[config.mk]
export PLATFORM = sky130hd
export DESIGN_NAME = instr_encode_loader
export DESIGN_NICKNAME = d
export VERILOG_FILES = /design/src/rtl/instr_encode_loader.sv
export SDC_FILE = /design/constraint.sdc
export NUM_CORES = 1
export LEC_CHECK = 0
export BUFFER_PORTS_ARGS = -buffer_cell sky130_fd_sc_hd__clkbuf_2
export CAP_MARGIN = 10
export CORE_ASPECT_RATIO = 1.25
export CORE_MARGIN = 2
export CORE_UTILIZATION = 30
export DETAILED_ROUTE_END_ITERATION = 10
export GPL_TIMING_DRIVEN = 0
export PLACE_DENSITY = 0.49
export SYNTH_ARGS = -nofsm -noshare
export SYNTH_HDL_FRONTEND = slang
export SYNTH_SLANG_ARGS = --single-unit
export TNS_END_PERCENT = 1
[constraint.sdc]
create_clock -name clk -period 6.2 [get_ports clk]
set_input_delay 1.55 -clock clk [delete_from_list [all_inputs] [get_ports clk]]
set_output_delay 1.55 -clock clk [all_outputs]
set_load 0.1 [all_outputs]
[src/rtl/instr_encode_loader.sv]
// Program loader: packs symbolic instruction descriptors into 32-bit words
// and writes them sequentially into instruction memory.
module instr_encode_loader #(
  parameter int ADDR_WIDTH = 32,
  parameter int CNT_WIDTH  = 8
) (
  input  logic                  clk,
  input  logic                  rst,
  input  logic                  start,
  input  logic [ADDR_WIDTH-1:0] base_addr,
  input  logic [CNT_WIDTH-1:0]  count,
  input  logic                  in_valid,
  output logic                  in_ready,
  input  logic [3:0]            in_kind,
  input  logic [4:0]            in_rs,
  input  logic [4:0]            in_rt,
  input  logic [4:0]            in_rd,
  input  logic [15:0]           in_imm,
  input  logic [25:0]           in_target,
  output logic                  mem_we,
  output logic [ADDR_WIDTH-1:0] mem_addr,
  output logic [31:0]           mem_wdata,
  output logic                  busy,
  output logic                  done,
  output logic                  err
);

  typedef enum logic [1:0] {IDLE, ACCEPT, WRITE, FINISH} state_t;

  state_t                state, state_next;
  logic [ADDR_WIDTH-1:0] addr_q;
  logic [CNT_WIDTH-1:0]  count_q;
  logic [CNT_WIDTH-1:0]  written_q;
  logic [CNT_WIDTH-1:0]  written_inc;
  logic [31:0]           enc_word;
  logic                  kind_legal;
  logic                  handshake;

  assign in_ready    = (state == ACCEPT);
  assign busy        = (state == ACCEPT) || (state == WRITE);
  assign mem_we      = (state == WRITE);
  assign done        = (state == FINISH);
  assign handshake   = in_ready && in_valid;
  assign written_inc = written_q + CNT_WIDTH'(1);

  // Encode the descriptor; only the fields each format uses reach the word
  always_comb begin
    enc_word   = 32'h0000_0000;
    kind_legal = 1'b1;
    case (in_kind)
      4'd0:    enc_word = {6'b000000, in_rs, in_rt, in_rd, 5'b00000, 6'b100000};
      4'd1:    enc_word = {6'b000000, in_rs, in_rt, in_rd, 5'b00000, 6'b100010};
      4'd2:    enc_word = {6'b000000, in_rs, in_rt, in_rd, 5'b00000, 6'b100100};
      4'd3:    enc_word = {6'b000000, in_rs, in_rt, in_rd, 5'b00000, 6'b100101};
      4'd4:    enc_word = {6'b000000, in_rs, in_rt, in_rd, 5'b00000, 6'b101010};
      4'd5:    enc_word = {6'b100011, in_rs, in_rt, in_imm};
      4'd6:    enc_word = {6'b101011, in_rs, in_rt, in_imm};
      4'd7:    enc_word = {6'b000100, in_rs, in_rt, in_imm};
      4'd8:    enc_word = {6'b001001, in_rs, in_rt, in_imm};
      4'd9:    enc_word = {6'b001010, in_rs, in_rt, in_imm};
      4'd10:   enc_word = {6'b000010, in_target};
      4'd11:   enc_word = {6'b000011, in_target};
      4'd12:   enc_word = {6'b000110, in_rs, 21'd0};
      default: kind_legal = 1'b0;
    endcase
  end

  // State register
  always_ff @(posedge clk or posedge rst) begin
    if (rst) begin
      state <= IDLE;
    end else begin
      state <= state_next;
    end
  end

  // Next-state logic: one accepted descriptor per write, session ends after count words
  always_comb begin
    state_next = state;
    case (state)
      IDLE: begin
        if (start) begin
          state_next = (count != '0) ? ACCEPT : FINISH;
        end
      end
      ACCEPT: begin
        if (handshake && kind_legal) begin
          state_next = WRITE;
        end
      end
      WRITE: begin
        state_next = (written_inc == count_q) ? FINISH : ACCEPT;
      end
      FINISH: begin
        state_next = IDLE;
      end
      default: state_next = IDLE;
    endcase
  end

  // Session registers and the held write address/data presented during WRITE
  always_ff @(posedge clk or posedge rst) begin
    if (rst) begin
      addr_q    <= '0;
      count_q   <= '0;
      written_q <= '0;
      mem_addr  <= '0;
      mem_wdata <= '0;
      err       <= 1'b0;
    end else begin
      case (state)
        IDLE: begin
          if (start) begin
            err       <= 1'b0;
            addr_q    <= base_addr;
            count_q   <= count;
            written_q <= '0;
          end
        end
        ACCEPT: begin
          if (handshake) begin
            if (kind_legal) begin
              mem_addr  <= addr_q;
              mem_wdata <= enc_word;
            end else begin
              err <= 1'b1;
            end
          end
        end
        WRITE: begin
          addr_q    <= addr_q + ADDR_WIDTH'(4);
          written_q <= written_inc;
        end
        default: ;
      endcase
    end
  end

endmodule

==> results by group <==
Global route
  • Initial antenna violation count: 0
  • GRT met2 Usage: 0.315
  • Vias in the first global route: 5,611
  • GRT Util Overall: 0.182
  • Global-route wire length before repair: 29,800 µm
  • Largest net degree at the start of global routing: 89
  • Met3 Resource Use GR: 0.0453
  • GR peak layer: met2
  • Gr ovfl total: 0
  • Global routing usage on met1: 0.225

Hold path
  • Hold Path Stages: 2
  • Min-delay src: mem_wdata[28]
  • HP Class: register to register
  • Hold endpoint: mem_wdata[28]

Floorplan
  • Row cnt: 57
  • Core area: 0.0194 mm²
  • Full die area: 0.0209 mm²
  • Initial Util: 0.305
  • Die X: 130 µm
  • Ports: 174
  • Die Ht: 161 µm

Flow run
  • Max-cap violations: 0

Synthesis
  • Avg Inst Size Synth: 9.73 µm²
  • Sequential cell area fraction in the yosys report: 0.482
  • Mapped Nets: 719
  • Netlist cell types: 57
  • Top FF cell, synth: dfrtp_1
  • Synthesized area: 0.00591 mm²
  • Post-synth EDFFs: 0
  • Syn Inst Count: 608
  • Number of synthesized register bits: 114
  • Ys Warns: 0
  • Fraction of registers with async set/reset: 1.00

Setup path
  • Crit Reg-Reg Endpoint: addr_q[25]
  • Req. time, crit path: 4.65 ns
  • Slowest cell on crit path: clkbuf_2
  • Critical path endpoint category: primary output
  • Critical path fanouts, max: 7
  • Top Family by Delay on Critical Path: buffers and inverters
  • CP Buf/Inv Count: 2
  • WP data arrival: 1.76 ns
  • Worst R2R Start: state[1]
  • R2r setup slk: 3.59 ns
  • Startpoint types: register
  • Worst r2r path cells: 8
  • Cell Chain, Critical Path: inv_1 > ha_1 > clkbuf_2
  • Critical path class: register to primary output
  • Max incr delay on CP: 0.52 ns

Timing
  • Peak Freq: 0.302 GHz
  • Setup TNS: 0 ns
  • Share of the clock period used by the worst path: 0.534
  • Slew Limit Fails: 0
  • RSZ-0062 raised after global routing: no
  • Slew @ Worst Pin: 0.776 ns
  • Final min period: 3.31 ns
  • Max_slew headroom: 0.477
  • Layout Skew: 0.00803 ns
  • Final setup fails: 0
  • Hold Fails Final Rpt: 0

Layout
  • Layout filler cell count: 1,996
  • ANT cells: 0
  • Area Growth Syn to Fin: 31.0%
  • Final net count: 911
  • Reg area: 0.00285 mm²
  • Footprint of the multi-input gates: 0.00284 mm²
  • Layout cell share with drive strength beyond 1: 0.330

CTS
  • Setup bufs post-CTS: 0
  • H-tree levels: 4
  • Root Driver: clkbuf_16
  • Clock Sink Count: 114
  • Clk slew on worst S/H paths: 0.05 ns
  • Num CTS Buffers: 17
  • CTS tree: done
  • Hold Buf Count CTS: 0
  • Clk Latency, worst-skew pair: 0.40 ns
  • CTS resizes: 0
  • Clock Path Buffers: 2

Detailed routing
  • ANT nets after route: 0
  • Drt first pass iters: 5
  • Drt wl/cell: 17.5 µm
  • Vias per inst: 5.10
  • Initial drt markers: 365
  • Via count: 5,503
  • DRC viols: 0
  • DRT Wirelength: 18,900 µm

Placement
  • I/O Buffers: 172
  • Routability cong.: 0.828
  • Hpwl dp: 14,200 µm

Run status
  • Status: finished clean
-- metrics by stage --
stage          std cells  utilization  instance area [µm²]  hold WS [ns]  worst slack (ns)
6_report            1078        0.399                 7750         0.480              2.89
5_1_grt             1078        0.399                 7750         0.513              2.75
4_1_cts             1078        0.399                 7750         0.483              2.84
3_5_place_dp        1046        0.368                 7140         0.471              2.78
3_3_place_gp        1045        0.366                 7110         0.466             0.119
2_1_floorplan        608            -                 5910         0.446              1.63
-- layer usage --
metal  vias to the layer above  routed length [µm]
met3                        18                1350
li1                       2616                   -
met1                      2629                7970
met5                         -                   0
met4                         0                 217
met2                       240                9370
-- final cells by class --
| cell class | count | area share |
|---|---|---|
| Sequential cell | 114 | 0.368 |
| Multi-Input combinational cell | 441 | 0.367 |
| Timing Repair Buffer | 173 | 0.115 |
| Clock buffer | 21 | 0.0581 |
| Tap cell | 265 | 0.0428 |
| Buffer | 44 | 0.0237 |
| Clock inverter | 11 | 0.0207 |
| Inverter | 9 | 0.00501 |
-- cell usage in the layout, fill, tap and decap left out, drive strengths merged, types with 3 or more instances in the layout --
master	instances
o22a	8
or3	3
a22oi	13
clkbuf	217
a31oi	8
nand2b	7
nand4	9
a222oi	5
o22ai	12
buf	21
nor3	8
and3	9
nand2	71
a21oi	41
a2bb2oi	7
o21ai	55
xnor2	7
inv	9
clkinv	5
nor2b	3
xor2	5
and2	4
nor2	35
mux2	43
nor4	4
mux2i	15
a41oi	3
bufinv	4
ha	6
o211ai	5
dfrtp	114
nand3	27
a211oi	3
-- synth_stat cells, types with 6 or more instances --
master / n / area share
xnor2_1: 7 / 0.010
a22oi_1: 13 / 0.017
o22ai_1: 12 / 0.013
nand4_1: 8 / 0.0085
mux2i_1: 15 / 0.025
nand2b_1: 7 / 0.0074
nor3_1: 6 / 0.0051
nor2_1: 35 / 0.022
mux2_2: 43 / 0.082
dfrtp_1: 114 / 0.48
o22a_1: 8 / 0.012
nand3_1: 27 / 0.023
a31oi_1: 8 / 0.0085
buf_2: 12 / 0.010
a21oi_1: 41 / 0.035
nand2_1: 70 / 0.044
ha_1: 6 / 0.013
o21ai_0: 55 / 0.047
inv_1: 9 / 0.0057
clkbuf_1: 24 / 0.015
and3_1: 8 / 0.0085
buf_1: 7 / 0.0044
a2bb2oi_1: 7 / 0.010
-- flip-flops by register name (all words and copies together) (netlist names) --
register   flops
err            1
count_q        8
written_q      8
addr_q        32
mem_wdata     31
mem_addr      32
state          2
-- logic make-up after synthesis --
family / synth area share
xor+xnor: 0.0178
other cells: 0.000634
buf+inv: 0.0368
compound gates: 0.194
mux: 0.107
simple gates: 0.148
fa+ha+maj: 0.0127
flops: 0.482
-- worst reg2reg max path, stage by stage (launching register included) --
cell and delay (ns):
dfrtp_1 0.43, inv_1 0.12, ha_1 0.14, buf_2 0.17, mux2i_1 0.46, buf_2 0.33, buf_1 0.53, o21bai_1 0.19
o21a_1 0.14
-- how the worst max path moves through the flow --
stage | startpoint | end | depth (start not counted) | slack (ns)
floorplan | rst | addr_q[0] | 1 | 1.63
global placement | rst | count_q[0] | 2 | 0.12
detailed placement | in_kind[1] | mem_wdata[11] | 7 | 2.78
CTS | state[0] | mem_we | 3 | 2.84
global route | state[0] | mem_we | 3 | 2.75
finish | state[0] | mem_we | 3 | 2.89
Power is not shown: default switching activity piles up to over one toggle a cycle in this logic, so the estimate is an artifact.
